File: src/rtl/cpu_defs.sv
// Shared definitions for the execute-stage iterative divider.
package cpu_defs;

  localparam int DATA_W = 32;
  localparam int CNT_W  = 6;

  typedef enum logic [1:0] {
    DIV_IDLE = 2'd0,
    DIV_BUSY = 2'd1,
    DIV_DONE = 2'd2
  } div_state_t;

  // Result signs captured with the request, applied once the magnitudes are done.
  typedef struct packed {
    logic q_neg;
    logic r_neg;
  } div_sign_t;

endpackage

File: src/rtl/div_sched_if.sv
// Execute-stage <-> divider handshake: request/operands in, stall and results out.
interface div_sched_if #(
  parameter int DATA_W = 32
);

  logic              es_div_req;
  logic              es_div_signed;
  logic [DATA_W-1:0] es_src1;
  logic [DATA_W-1:0] es_src2;
  logic              es_adv;
  logic              exc_flush;
  logic              div_block;
  logic              div_busy;
  logic              div_done;
  logic [DATA_W-1:0] div_q;
  logic [DATA_W-1:0] div_r;

  // Pipeline side: issues requests, consumes stall and results.
  modport master (
    output es_div_req, es_div_signed, es_src1, es_src2, es_adv, exc_flush,
    input  div_block, div_busy, div_done, div_q, div_r
  );

  // Divider side.
  modport slave (
    input  es_div_req, es_div_signed, es_src1, es_src2, es_adv, exc_flush,
    output div_block, div_busy, div_done, div_q, div_r
  );

endinterface

File: src/rtl/div_iter.sv
// One restoring-division step: shift the next dividend bit into the partial
// remainder, subtract the divisor if it fits, shift the outcome into the quotient.
module div_iter #(
  parameter int DATA_W = cpu_defs::DATA_W
) (
  input  logic [DATA_W-1:0] rem_i,
  input  logic [DATA_W-1:0] quo_i,
  input  logic [DATA_W-1:0] dvs_i,
  output logic [DATA_W-1:0] rem_o,
  output logic [DATA_W-1:0] quo_o
);

  // The shifted remainder needs one extra bit: it can reach 2*divisor-1.
  logic [DATA_W:0] shifted;
  logic [DATA_W:0] dvs_ext;
  logic            fits;

  // Trial subtraction and selection of the restored or reduced remainder.
  always_comb begin
    shifted = {rem_i, quo_i[DATA_W-1]};
    dvs_ext = {1'b0, dvs_i};
    fits    = (shifted >= dvs_ext);
    // A reduced remainder is always below the divisor, so truncation is exact.
    rem_o   = fits ? DATA_W'(shifted - dvs_ext) : shifted[DATA_W-1:0];
    quo_o   = {quo_i[DATA_W-2:0], fits};
  end

endmodule

File: src/rtl/div_sched.sv
// Sequencing controller for the one-bit-per-cycle 32-bit divider in es.
// Runs unsigned magnitudes through div_iter for DATA_W cycles, then applies
// the latched signs and holds the result for HI/LO writeback.
// CNT_W must satisfy 2**CNT_W > DATA_W.
module div_sched #(
  parameter int DATA_W = cpu_defs::DATA_W,
  parameter int CNT_W  = cpu_defs::CNT_W
) (
  input  logic        clk,
  input  logic        resetn,
  div_sched_if.slave  bus
);

  import cpu_defs::*;

  div_state_t        state_q;
  div_state_t        state_d;
  logic              accept;
  logic              finish;
  logic              last_step;

  logic [CNT_W-1:0]  cnt_q;
  logic [DATA_W-1:0] rem_q;
  logic [DATA_W-1:0] quo_q;
  logic [DATA_W-1:0] dvs_q;
  div_sign_t         sign_q;

  logic [DATA_W-1:0] rem_n;
  logic [DATA_W-1:0] quo_n;
  logic [DATA_W-1:0] src1_mag;
  logic [DATA_W-1:0] src2_mag;
  logic [DATA_W-1:0] q_fix;
  logic [DATA_W-1:0] r_fix;
  logic [DATA_W-1:0] q_reg;
  logic [DATA_W-1:0] r_reg;

  div_iter #(.DATA_W(DATA_W)) u_iter (
    .rem_i (rem_q),
    .quo_i (quo_q),
    .dvs_i (dvs_q),
    .rem_o (rem_n),
    .quo_o (quo_n)
  );

  // Operand magnitudes; only a signed request with a set MSB is negated.
  // The most negative value negates to itself, which is its correct magnitude.
  assign src1_mag = (bus.es_div_signed && bus.es_src1[DATA_W-1]) ? -bus.es_src1 : bus.es_src1;
  assign src2_mag = (bus.es_div_signed && bus.es_src2[DATA_W-1]) ? -bus.es_src2 : bus.es_src2;

  assign last_step = (cnt_q == CNT_W'(DATA_W - 1));

  // Sign correction of the final step. With a zero divisor the quotient is
  // all ones unsigned-style; negating the remainder magnitude by the dividend
  // sign then reproduces the raw dividend, which is the required remainder.
  assign q_fix = (dvs_q == '0) ? '1 : (sign_q.q_neg ? -quo_n : quo_n);
  assign r_fix = sign_q.r_neg ? -rem_n : rem_n;

  // State register.
  always_ff @(posedge clk or negedge resetn) begin
    // NOTE: sequential state uses non-blocking assignments so every register
    // samples pre-edge values regardless of block ordering.
    if (!resetn) state_q <= DIV_IDLE;
    else         state_q <= state_d;
  end

  // Next-state logic; a flush overrides everything and returns to IDLE.
  always_comb begin
    // NOTE: every combinationally driven signal gets a default first so no
    // path through the case leaves it unassigned and infers a latch.
    state_d = state_q;
    accept  = 1'b0;
    finish  = 1'b0;
    if (bus.exc_flush) begin
      state_d = DIV_IDLE;
    end else begin
      unique case (state_q)
        DIV_IDLE: if (bus.es_div_req) begin
          state_d = DIV_BUSY;
          accept  = 1'b1;
        end
        DIV_BUSY: if (last_step) begin
          state_d = DIV_DONE;
          finish  = 1'b1;
        end
        DIV_DONE: if (bus.es_adv) state_d = DIV_IDLE;
        default:  state_d = DIV_IDLE;
      endcase
    end
  end

  // Operand capture on accept, one restoring step per BUSY cycle, result
  // registration on the final step.
  always_ff @(posedge clk or negedge resetn) begin
    // NOTE: the datapath registers are reset too, so results read back as
    // zero after reset and no X can leak into writeback.
    if (!resetn) begin
      cnt_q  <= '0;
      rem_q  <= '0;
      quo_q  <= '0;
      dvs_q  <= '0;
      sign_q <= '0;
      q_reg  <= '0;
      r_reg  <= '0;
    end else if (accept) begin
      cnt_q        <= '0;
      rem_q        <= '0;
      quo_q        <= src1_mag;
      dvs_q        <= src2_mag;
      sign_q.q_neg <= bus.es_div_signed & (bus.es_src1[DATA_W-1] ^ bus.es_src2[DATA_W-1]);
      sign_q.r_neg <= bus.es_div_signed & bus.es_src1[DATA_W-1];
    end else if (state_q == DIV_BUSY) begin
      cnt_q <= cnt_q + CNT_W'(1);
      rem_q <= rem_n;
      quo_q <= quo_n;
      if (finish) begin
        q_reg <= q_fix;
        r_reg <= r_fix;
      end
    end
  end

  // Status and stall; the stall drops in DONE so es can leave with the result.
  assign bus.div_busy  = (state_q == DIV_BUSY);
  assign bus.div_done  = (state_q == DIV_DONE);
  assign bus.div_block = bus.es_div_req & ~bus.exc_flush & (state_q != DIV_DONE);
  assign bus.div_q     = q_reg;
  assign bus.div_r     = r_reg;

endmodule

File: src/flat_wrapper.sv
// flat-port wrapper written by rule: the top's interface ports become plain ports
module div_sched_flat import cpu_defs::*;
#(
  parameter int DATA_W = cpu_defs::DATA_W,
  parameter int CNT_W  = cpu_defs::CNT_W
)
  (clk, resetn, bus_es_div_req, bus_es_div_signed, bus_es_src1, bus_es_src2, bus_es_adv, bus_exc_flush, bus_div_block, bus_div_busy, bus_div_done, bus_div_q, bus_div_r);
  div_sched_if #(.DATA_W(DATA_W)) bus_i ();
  input  logic clk;
  input  logic resetn;
  input wire logic [$bits(bus_i.es_div_req)-1:0] bus_es_div_req;
  input wire logic [$bits(bus_i.es_div_signed)-1:0] bus_es_div_signed;
  input wire logic [$bits(bus_i.es_src1)-1:0] bus_es_src1;
  input wire logic [$bits(bus_i.es_src2)-1:0] bus_es_src2;
  input wire logic [$bits(bus_i.es_adv)-1:0] bus_es_adv;
  input wire logic [$bits(bus_i.exc_flush)-1:0] bus_exc_flush;
  output wire logic [$bits(bus_i.div_block)-1:0] bus_div_block;
  output wire logic [$bits(bus_i.div_busy)-1:0] bus_div_busy;
  output wire logic [$bits(bus_i.div_done)-1:0] bus_div_done;
  output wire logic [$bits(bus_i.div_q)-1:0] bus_div_q;
  output wire logic [$bits(bus_i.div_r)-1:0] bus_div_r;
  assign bus_i.es_div_req = bus_es_div_req;
  assign bus_i.es_div_signed = bus_es_div_signed;
  assign bus_i.es_src1 = bus_es_src1;
  assign bus_i.es_src2 = bus_es_src2;
  assign bus_i.es_adv = bus_es_adv;
  assign bus_i.exc_flush = bus_exc_flush;
  assign bus_div_block = bus_i.div_block;
  assign bus_div_busy = bus_i.div_busy;
  assign bus_div_done = bus_i.div_done;
  assign bus_div_q = bus_i.div_q;
  assign bus_div_r = bus_i.div_r;
  div_sched #(.DATA_W(DATA_W), .CNT_W(CNT_W)) u_core (.clk(clk), .resetn(resetn), .bus(bus_i));
endmodule
File: config.mk
export PLATFORM = sky130hd
export DESIGN_NAME = div_sched_flat
export DESIGN_NICKNAME = d
export VERILOG_FILES = /design/src/rtl/cpu_defs.sv /design/src/rtl/div_sched_if.sv /design/src/rtl/div_iter.sv /design/src/rtl/div_sched.sv /design/src/flat_wrapper.sv
export SDC_FILE = /design/constraint.sdc
export NUM_CORES = 1
export LEC_CHECK = 0
export BUFFER_PORTS_ARGS = -buffer_cell sky130_fd_sc_hd__buf_2
export CORE_MARGIN = 3
export CORE_UTILIZATION = 24
export CTS_CLUSTER_DIAMETER = 120
export DETAILED_ROUTE_END_ITERATION = 8
export PLACE_DENSITY = 0.4
export SLEW_MARGIN = 40
export SYNTH_ARGS = -nofsm -noshare
export SYNTH_HDL_FRONTEND = slang
export SYNTH_HIERARCHICAL = 1
export SYNTH_SLANG_ARGS = --single-unit
File: constraint.sdc
create_clock -name clk -period 5.35 [get_ports clk]
set_input_delay 0.2675 -clock clk [delete_from_list [all_inputs] [get_ports clk]]
set_output_delay 0.2675 -clock clk [all_outputs]
set_load 0.01 [all_outputs]
==> results of run 1 <==
logic make-up (layout without fill, tap and decap cells):
| logic type | count (synthesis) | count (layout) | share of synthesized area |
|---|---|---|---|
| muxes | 31 | 31 | 0.0339 |
| and+or+nand+nor | 538 | 538 | 0.212 |
| xor gates and xnor gates | 138 | 138 | 0.0988 |
| other | 0 | 2 | 0 |
| buffers and inverters | 165 | 248 | 0.0705 |
| AOI/OAI and AO/OA | 394 | 394 | 0.198 |
| DFF | 170 | 170 | 0.348 |
| adders and majority gates | 38 | 38 | 0.0395 |
cell type report:
class | count | area share
Multi-Input combinational cell | 1139 | 0.513
Sequential cell | 170 | 0.304
Timing Repair Buffer | 158 | 0.0634
Tap cell | 672 | 0.0601
Clock buffer | 17 | 0.0304
Inverter | 58 | 0.0156
Clock inverter | 15 | 0.0131
Antenna cell | 2 | 0.000358
routing by layer:
layer	share of wire	up-vias	global-route usage
li1	-	5334	-
met2	0.44	219	0.224
met3	0.054	34	0.0448
met5	0.0014	-	0
met1	0.50	5171	0.211
met4	0.012	14	0.0331
worst max path at each step:
| stage | end | slack [ps] | cells past startpoint |
|---|---|---|---|
| 2_1_floorplan | u_core/bus.div_r[26] | 990 | 16 |
| 3_3_place_gp | u_core/bus.div_r[23] | 550 | 16 |
| 3_5_place_dp | u_core/bus.div_r[23] | 450 | 16 |
| 4_1_cts | u_core/bus.div_r[23] | 410 | 16 |
| 5_1_grt | u_core/bus.div_r[25] | 150 | 16 |
| 6_report | u_core/bus.div_r[23] | 450 | 16 |
stage by stage:
stage	cell area [µm²]	hold slack, ps	power [mW]	util	instances
2_1_floorplan	12200	-28.1	5.18	-	1474
3_3_place_gp	13300	394	6.24	0.265	2196
3_5_place_dp	13400	322	6.27	0.266	2196
4_1_cts	14000	14.9	7.66	0.278	2229
5_1_grt	14000	28.3	8.23	0.278	2231
6_report	14000	65.4	7.60	0.278	2231
worst min-delay path, cell delays in order:
cell and delay [ps]:
buf_2 130, nand2_1 60, o21ai_1 50
state kept, by name (all words and copies together), names as in the netlist:
register          count
u_core/quo_q         32
u_core/state_q        2
u_core/bus.div_q     32
u_core/sign_q         2
u_core/cnt_q          6
u_core/bus.div_r     32
u_core/rem_q         32
u_core/dvs_q         32
where the power goes:
part | internal, mW | switching, mW
registers | 1.54 | 0.333
logic | 1.79 | 2.61
clock network | 0.706 | 0.623
total | 4.03 | 3.57
cell usage in the layout, fill, tap and decap left out, drive strengths merged, types with 3 or more instances in the layout:
master  netlist  layout
or4          13      13
nor2b         9       9
xor2         76      76
a41oi         4       4
nand3        27      27
o211ai        6       6
o21ai       156     156
ha           37      37
clkbuf       50      17
buf          56     157
and2          8       8
or2           6       6
o31a          3       3
a31oi        33      33
inv          57      64
nor4         32      32
clkinv        1       5
a21o         11      11
a21boi        5       5
a21oi        93      93
o41ai        17      17
nor2         99      99
a211oi       10      10
o21bai        6       6
xnor2        62      62
nand2b        5       5
and3         26      26
o21a          8       8
nor3         28      28
nand4        22      22
mux2i         8       8
dfrtp       170     170
mux2         23      23
o31ai        28      28
or3          21      21
nand2       230     230
repair_timing:
item	in CTS	in global routing
setup endpoints to repair	0	0
hold endpoints to repair	80	0
hold buffers	1	0
==> results.yml, run 1 <==
synth:
  synth_area_leaders: "dfrtp_1, nand2_1, o21ai_0, xor2_1, xnor2_1"
  syn_nets: 1582
  async_flop_share: 1.00
  synth.most_common_cell: "nand2_1"
  synth_edf_count: 0
  ys_warn_count: 6
  ys.flop_type: "dfrtp_1"
  syn_area_mm2: 0.0122
  synth_area_leader_cell: "dfrtp_1"
  synth_commonest_cells: "nand2_1, dfrtp_1, o21ai_0"
  yosysSeqAreaShare: 0.348
  yosysUniqueCellTypes: 81
  synth_seq_cells: 170
  netlist.area_leader.share: 0.348
  synth.avg_cell_area_um2: 8.30
  syn_inst: 1474
worst_hold_path:
  min_from: "bus_es_src2[31]"
  holdPathEnd: "u_core/dvs_q[31]"
  min_path_cells: 3
  hp-class: "in2reg"
pwr:
  vdd_drop_max_v: 0.000212
  power_density_mw_per_mm2: 543
  p_leak_nw: 5.95
detailed_routing:
  drt-initial-drc-count: 633
  firstDrtPassIters: 5
  drc_errors: 0
  via_count: 10800
  wire_per_inst_um: 17.8
  drt-vias-per-instance: 4.83
  wl_um: 39700
  ant_nets: 0
critical_path:
  r2r_cells: 16
  critical_path.top_delay_family: "simple AND/OR/NAND/NOR gates"
  cp.required_ps: 5690
  worstSetupEndpointType: "flop"
  start_kind: "flop"
  r2r_slack_ps: 450
  cpMostUsedCell: "a211oi_2"
  max_stage_delay_ps: 570
  critPathBufInv: 2
  slowest_stage: "or4_4"
  arrival_ps: 5240
  reg2reg_to: "u_core/bus.div_r[23]"
  criticalPathCategory: "reg2reg"
  cp_max_fo: 21
  regToRegStartpoint: "u_core/dvs_q[12]"
  startpoint: "u_core/dvs_q[12]"
  crit_chain: "inv_1 -> ha_1 -> and3_1 -> nor2b_4 -> a22o_1 -> a211oi_2 -> a211oi_2 -> nor3_4 -> or2_1 -> buf_12 -> mux2_4 -> or4_4 -> or3_1 -> o41ai_2 -> xor2_1 -> o21ai_1"
placed_design:
  pre_cts_slack_ps: 446
  io_buffer_count: 136
  gp_congestion: 0.867
  place_hpwl_um: 29600
timing:
  finalSetupTns_ps: 0
  slew_violations: 0
  clock_skew_ps: 16.8
  slew_headroom: 0.470
  min_period_ps: 4900
  worstMarginPinSlew_ps: 796
  fmax_mhz: 204
  setup_viol: 0
  worst_slack_ps: 446
  hold_violations: 0
  rsz0062_at_grt: "no"
  final_min_period_over_clock_period: 0.917
floorplan:
  core_mm2: 0.0503
  start_util: 0.243
  ios: 137
  die_area_mm2: 0.0537
  die_w_um: 232
  rows: 82
  die_h_um: 232
global_route:
  grt_first_pass_wirelength_um: 62700
  grt_max_degree: 91
  track_usage: 0.150
  overflow: 0
  antenna_found_initial: 10
  first_global_vias: 10600
final_layout:
  multi_input_area_mm2: 0.00717
  fill_cells: 5504
  area_growth_pct: 14.3
  seq_area_mm2: 0.00426
  drive_gt1_frac: 0.162
  fin_nets: 1652
clock_network:
  clockRootBuffer: "clkbuf_16"
  cts.sinks: 170
  clk_pin_slew_ps: 70
  cts_buffers: 17
  clk_path_buf_depth: 2
  clk_latency_ps: 480
  cts_tree: "done"
  post_cts_buffers: 0
  ctsResizeCount: 0
  h-tree-depth: 4
status:
  outcome: "finished clean"
job:
  max_cap_viol_count: 0
Note: power is estimated with default switching activity, not from simulation.
==> run 2: changes to the inputs <==
- REMOVE_ABC_BUFFERS: unset -> 1
==> run 2 against run 1 <==
- count of clock-buffer cells in the layout is 2 higher
- first-iteration DRC count is 4.6% higher
- utilization is 0.077 points lower
- via count hardly changed
- cell count hardly changed
==> results.yml, run 2 (synthesis results as in run 1) <==
status:
  outcome: "finished clean"
final_layout:
  drive_gt1_frac: 0.161
  area_growth_pct: 14.0
  final_common_cell: "nand2_1"
  fin_nets: 1655
  layout_common_cells: "nand2_1, dfrtp_1, buf_2, o21ai_0, nor2_1"
  diodes: 0
floorplan:
  ios: 137
  core_mm2: 0.0503
  die_area_mm2: 0.0537
  start_util: 0.243
  die_h_um: 232
  rows: 82
  die_w_um: 232
clock_network:
  clockRootBuffer: "clkbuf_16"
  h-tree-depth: 4
  clk_latency_ps: 460
  ctsResizeCount: 0
  postCtsHoldBufs: 1
  clk_path_buf_depth: 2
  clk_pin_slew_ps: 80
  cts_buffers: 17
  post_cts_buffers: 0
  cts_tree: "done"
  cts.sinks: 170
detailed_routing:
  wl_um: 40000
  ant_nets: 0
  drt-initial-drc-count: 662
  via_count: 10800
  firstDrtPassIters: 5
  wire_per_inst_um: 17.9
  drt-vias-per-instance: 4.82
  drc_errors: 0
critical_path:
  r2r_cells: 16
  criticalPathCategory: "reg2reg"
  max_stage_delay_ps: 570
  arrival_ps: 5170
  r2r_slack_ps: 490
  start_kind: "flop"
  cp_max_fo: 21
  regToRegStartpoint: "u_core/dvs_q[1]"
  reg2reg_to: "u_core/bus.div_r[20]"
  crit_chain: "inv_1 -> ha_1 -> and2b_1 -> o2111ai_2 -> a31oi_4 -> a211oi_2 -> a211oi_2 -> nor3_4 -> or2_1 -> buf_12 -> mux2_4 -> or4_4 -> or3_1 -> o41ai_2 -> xor2_1 -> o21ai_1"
  worstSetupEndpointType: "flop"
  slowest_stage: "or4_4"
  cp.required_ps: 5670
  cp-endpoint: "u_core/bus.div_r[20]"
  cpMostUsedCell: "a211oi_2"
  startpoint: "u_core/dvs_q[1]"
global_route:
  grt_max_degree: 73
  grt.busiest_layer: "met2"
  grt_first_pass_wirelength_um: 62900
  grt_use_met3: 0.0250
  first_global_vias: 10500
  antenna_found_initial: 0
  track_usage: 0.149
  overflow: 0
  grtUsageMet2: 0.229
  global_route.usage.met1: 0.218
placed_design:
  place_hpwl_um: 29800
  gp_congestion: 0.852
  io_buffer_count: 136
timing:
  finalSetupTns_ps: 0
  hold_violations: 0
  final_min_period_over_clock_period: 0.908
  slew_violations: 0
  worstMarginPinSlew_ps: 754
  slew_headroom: 0.493
  clock_skew_ps: 12.2
  setup_viol: 0
  min_period_ps: 4860
  rsz0062_at_grt: "no"
  fmax_mhz: 206
pwr:
  vdd_drop_max_v: 0.000273
  p_total_mw: 7.48
  p_leak_nw: 5.96
  power_density_mw_per_mm2: 536
worst_hold_path:
  hp-class: "in2reg"
job:
  max_cap_viol_count: 0
run 2: changes by cell type in the layout (fill, tap and decap cells not counted), sizes merged:
cell      previous run  this run
buf                157       160
bufinv               2         1
clkbuf              17        19
clkinvlp             2         0
diode                2         0
inv                 64        65
run 2: through the flow:
step | area, µm² | std cells | setup WS [ps] | utilization | hold slack [ps]
CTS | 13900 | 2232 | 490 | 0.277 | 26.3
detailed placement | 13300 | 2199 | 505 | 0.266 | 358
global route | 13900 | 2232 | 196 | 0.277 | 46.1
floorplan | 11600 | 1367 | 185 | - | -28.1
finish | 13900 | 2232 | 493 | 0.277 | 61.0
global placement | 13300 | 2199 | 602 | 0.265 | 358
run 2: final cells by class:
class / count / area (µm²)
fill: 5502 / 36300
multi-input combinational: 1139 / 7160
sequential: 170 / 4260
timing repair buffer: 161 / 893
tap: 672 / 841
clock buffer: 19 / 453
inverter: 58 / 218
clock inverter: 13 / 133
run 2: worst min path at each step:
stage,cells past startpoint,to,startpoint,slack [ps]
6_report,2,u_core/state_q[1],bus_exc_flush,60
5_1_grt,2,u_core/state_q[1],bus_exc_flush,50
4_1_cts,2,u_core/state_q[1],bus_exc_flush,30
3_5_place_dp,1,u_core/bus.div_q[19],resetn,360
3_3_place_gp,1,u_core/bus.div_q[19],resetn,360
2_1_floorplan,0,u_core/bus.div_q[0],resetn,-30
run 2: critical path, delay by kind of cell, from the launching register on:
family | cells | cell delay [ps]
simple gates | 5 | 1830
flops | 1 | 420
mux | 1 | 340
compound gates | 6 | 1350
xor+xnor | 1 | 180
buf+inv | 2 | 280
fa+ha+maj | 1 | 290
run 2: metal layers:
metal	routed length (µm)	part of all wire
met5	0	0
met4	554	0.014
met3	1520	0.038
met2	17700	0.44
met1	20200	0.51
run 2: report_power, final:
part           switching [mW]  internal, mW  total, mW
clock                   0.596         0.681       1.28
sequential              0.315          1.54       1.85
combinational            2.58          1.77       4.35
==> run 3: changes to the inputs <==
- PLACE_DENSITY: 0.4 -> 0.49
- REMOVE_ABC_BUFFERS: 1 -> unset
==> run 3 against run 2 <==
- via count shrank 0.19%
- non-clock buffer count shrank 2
- cell count grew 0.13%
- critical path type unchanged
- largest power group unchanged
==> results.yml, run 3 (synthesis results as in run 1) <==
clock_network:
  cts.sinks: 170
  clk_latency_ps: 450
  h-tree-depth: 4
  clk_pin_slew_ps: 70
  ctsResizeCount: 0
  clockRootBuffer: "clkbuf_16"
  clk_path_buf_depth: 2
  cts_buffers: 17
  cts_tree: "done"
final_layout:
  multi_input_area_mm2: 0.00715
  final_common_cell: "nand2_1"
  area_growth_pct: 14.6
  drive_gt1_frac: 0.158
  fill_cells: 5469
  seq_area_mm2: 0.00426
  finish.utilization: 0.279
  layout_common_cells: "nand2_1, dfrtp_1, buf_2, o21ai_0, nor2_1"
  fin_nets: 1653
critical_path:
  regToRegStartpoint: "u_core/dvs_q[1]"
  startpoint: "u_core/dvs_q[1]"
  start_kind: "flop"
  cp-endpoint: "u_core/bus.div_r[22]"
  reg2reg_to: "u_core/bus.div_r[22]"
  criticalPathCategory: "reg2reg"
  cp.required_ps: 5660
  r2r_slack_ps: 730
  arrival_ps: 4930
  worstSetupEndpointType: "flop"
  cp_max_fo: 10
  r2r_cells: 16
global_route:
  overflow: 0
  antenna_found_initial: 13
  grt_first_pass_wirelength_um: 61500
  first_global_vias: 10300
  track_usage: 0.146
  grt_max_degree: 99
detailed_routing:
  via_count: 10700
  drt-initial-drc-count: 756
  ant_nets: 0
  firstDrtPassIters: 7
  drt-vias-per-instance: 4.81
  wire_per_inst_um: 17.5
  drc_errors: 0
  wl_um: 39200
floorplan:
  rows: 82
  start_util: 0.243
  die_h_um: 232
  die_area_mm2: 0.0537
  core_mm2: 0.0503
  die_w_um: 232
  ios: 137
timing:
  rsz0062_at_grt: "no"
  min_period_ps: 4620
  clock_skew_ps: 8.80
  final_min_period_over_clock_period: 0.864
  fmax_mhz: 216
  worstMarginPinSlew_ps: 799
  hold_violations: 0
  finalSetupTns_ps: 0
  setup_viol: 0
  slew_violations: 0
  slew_headroom: 0.463
worst_hold_path:
  hp-class: "in2reg"
pwr:
  power_density_mw_per_mm2: 543
  p_leak_nw: 5.98
  p_total_mw: 7.61
  vdd_drop_max_v: 0.000242
job:
  max_cap_viol_count: 0
placed_design:
  gp_congestion: 0.874
  place_hpwl_um: 30300
  io_buffer_count: 136
status:
  outcome: "finished clean"
[run 3: cell count changes in the layout (fill, tap and decap cells not counted), moves of 2 or more]
| cell | delta |
|---|---|
| clkinv_4 | +2 |
| buf_4 | -2 |
| buf_6 | -2 |
| inv_6 | -6 |
| bufinv_16 | +4 |
| inv_8 | -2 |
| clkbuf_1 | +2 |
| diode_2 | +6 |
[run 3: power breakdown]
group | internal (mW) | switching (mW)
clock network | 0.840 | 0.545
logic | 1.77 | 2.59
registers | 1.54 | 0.324
total | 4.14 | 3.46
[run 3: how the worst min path moves through the flow]
| stage | startpoint | end | cells past startpoint |
|---|---|---|---|
| floorplan | resetn | u_core/bus.div_q[0] | 0 |
| global placement | resetn | u_core/bus.div_q[23] | 1 |
| detailed placement | resetn | u_core/bus.div_q[23] | 1 |
| CTS | bus_exc_flush | u_core/state_q[1] | 2 |
| global route | bus_es_src2[31] | u_core/dvs_q[31] | 3 |
| finish | bus_exc_flush | u_core/state_q[1] | 2 |
[run 3: area by class of cell]
| type | instances | area share |
|---|---|---|
| Multi-Input combinational cell | 1139 | 0.510 |
| Sequential cell | 170 | 0.304 |
| Timing Repair Buffer | 159 | 0.0641 |
| Tap cell | 672 | 0.0600 |
| Clock buffer | 20 | 0.0319 |
| Inverter | 58 | 0.0155 |
| Clock inverter | 11 | 0.0139 |
| Antenna cell | 6 | 0.00107 |
[run 3: what timing repair did]
action | CTS | global route
hold buffers | 1 | 0
buffers inserted | 0 | 0
endpoints found under the hold margin | 96 | 0
[run 3: per-stage QoR]
step / hold slack (ps) / area (µm²) / worst slack (ps) / std cells
after floorplan: -28.1 / 12200 / 994 / 1474
after global placement: 447 / 13300 / 809 / 2195
after detailed placement: 368 / 13300 / 731 / 2196
after CTS: 66.4 / 14000 / 708 / 2228
after global routing: 90.0 / 14000 / 254 / 2231
final: 86.3 / 14000 / 728 / 2235
[run 3: routing by layer]
layer  part of all wire  wire (µm)  up-vias  GRT usage
met5             0.0026        103        -          0
li1                   -          -     5340          -
met1               0.50      19700     5130      0.213
met2               0.42      16700      215      0.213
met4              0.013        528       16     0.0362
met3              0.057       2250       44     0.0383
[run 3: critical path: stages (launching register included)]
cell and delay, ps:
dfrtp_1 420, inv_1 70, ha_1 290, and2b_1 190, o2111ai_2 240, a31oi_4 160
a211oi_2 390, a211oi_2 150, nor3_4 170, or2_1 140, buf_4 230, mux2_4 340
or4_4 560, or3_1 500, o31ai_1 370, xor2_1 180, o21ai_1 70
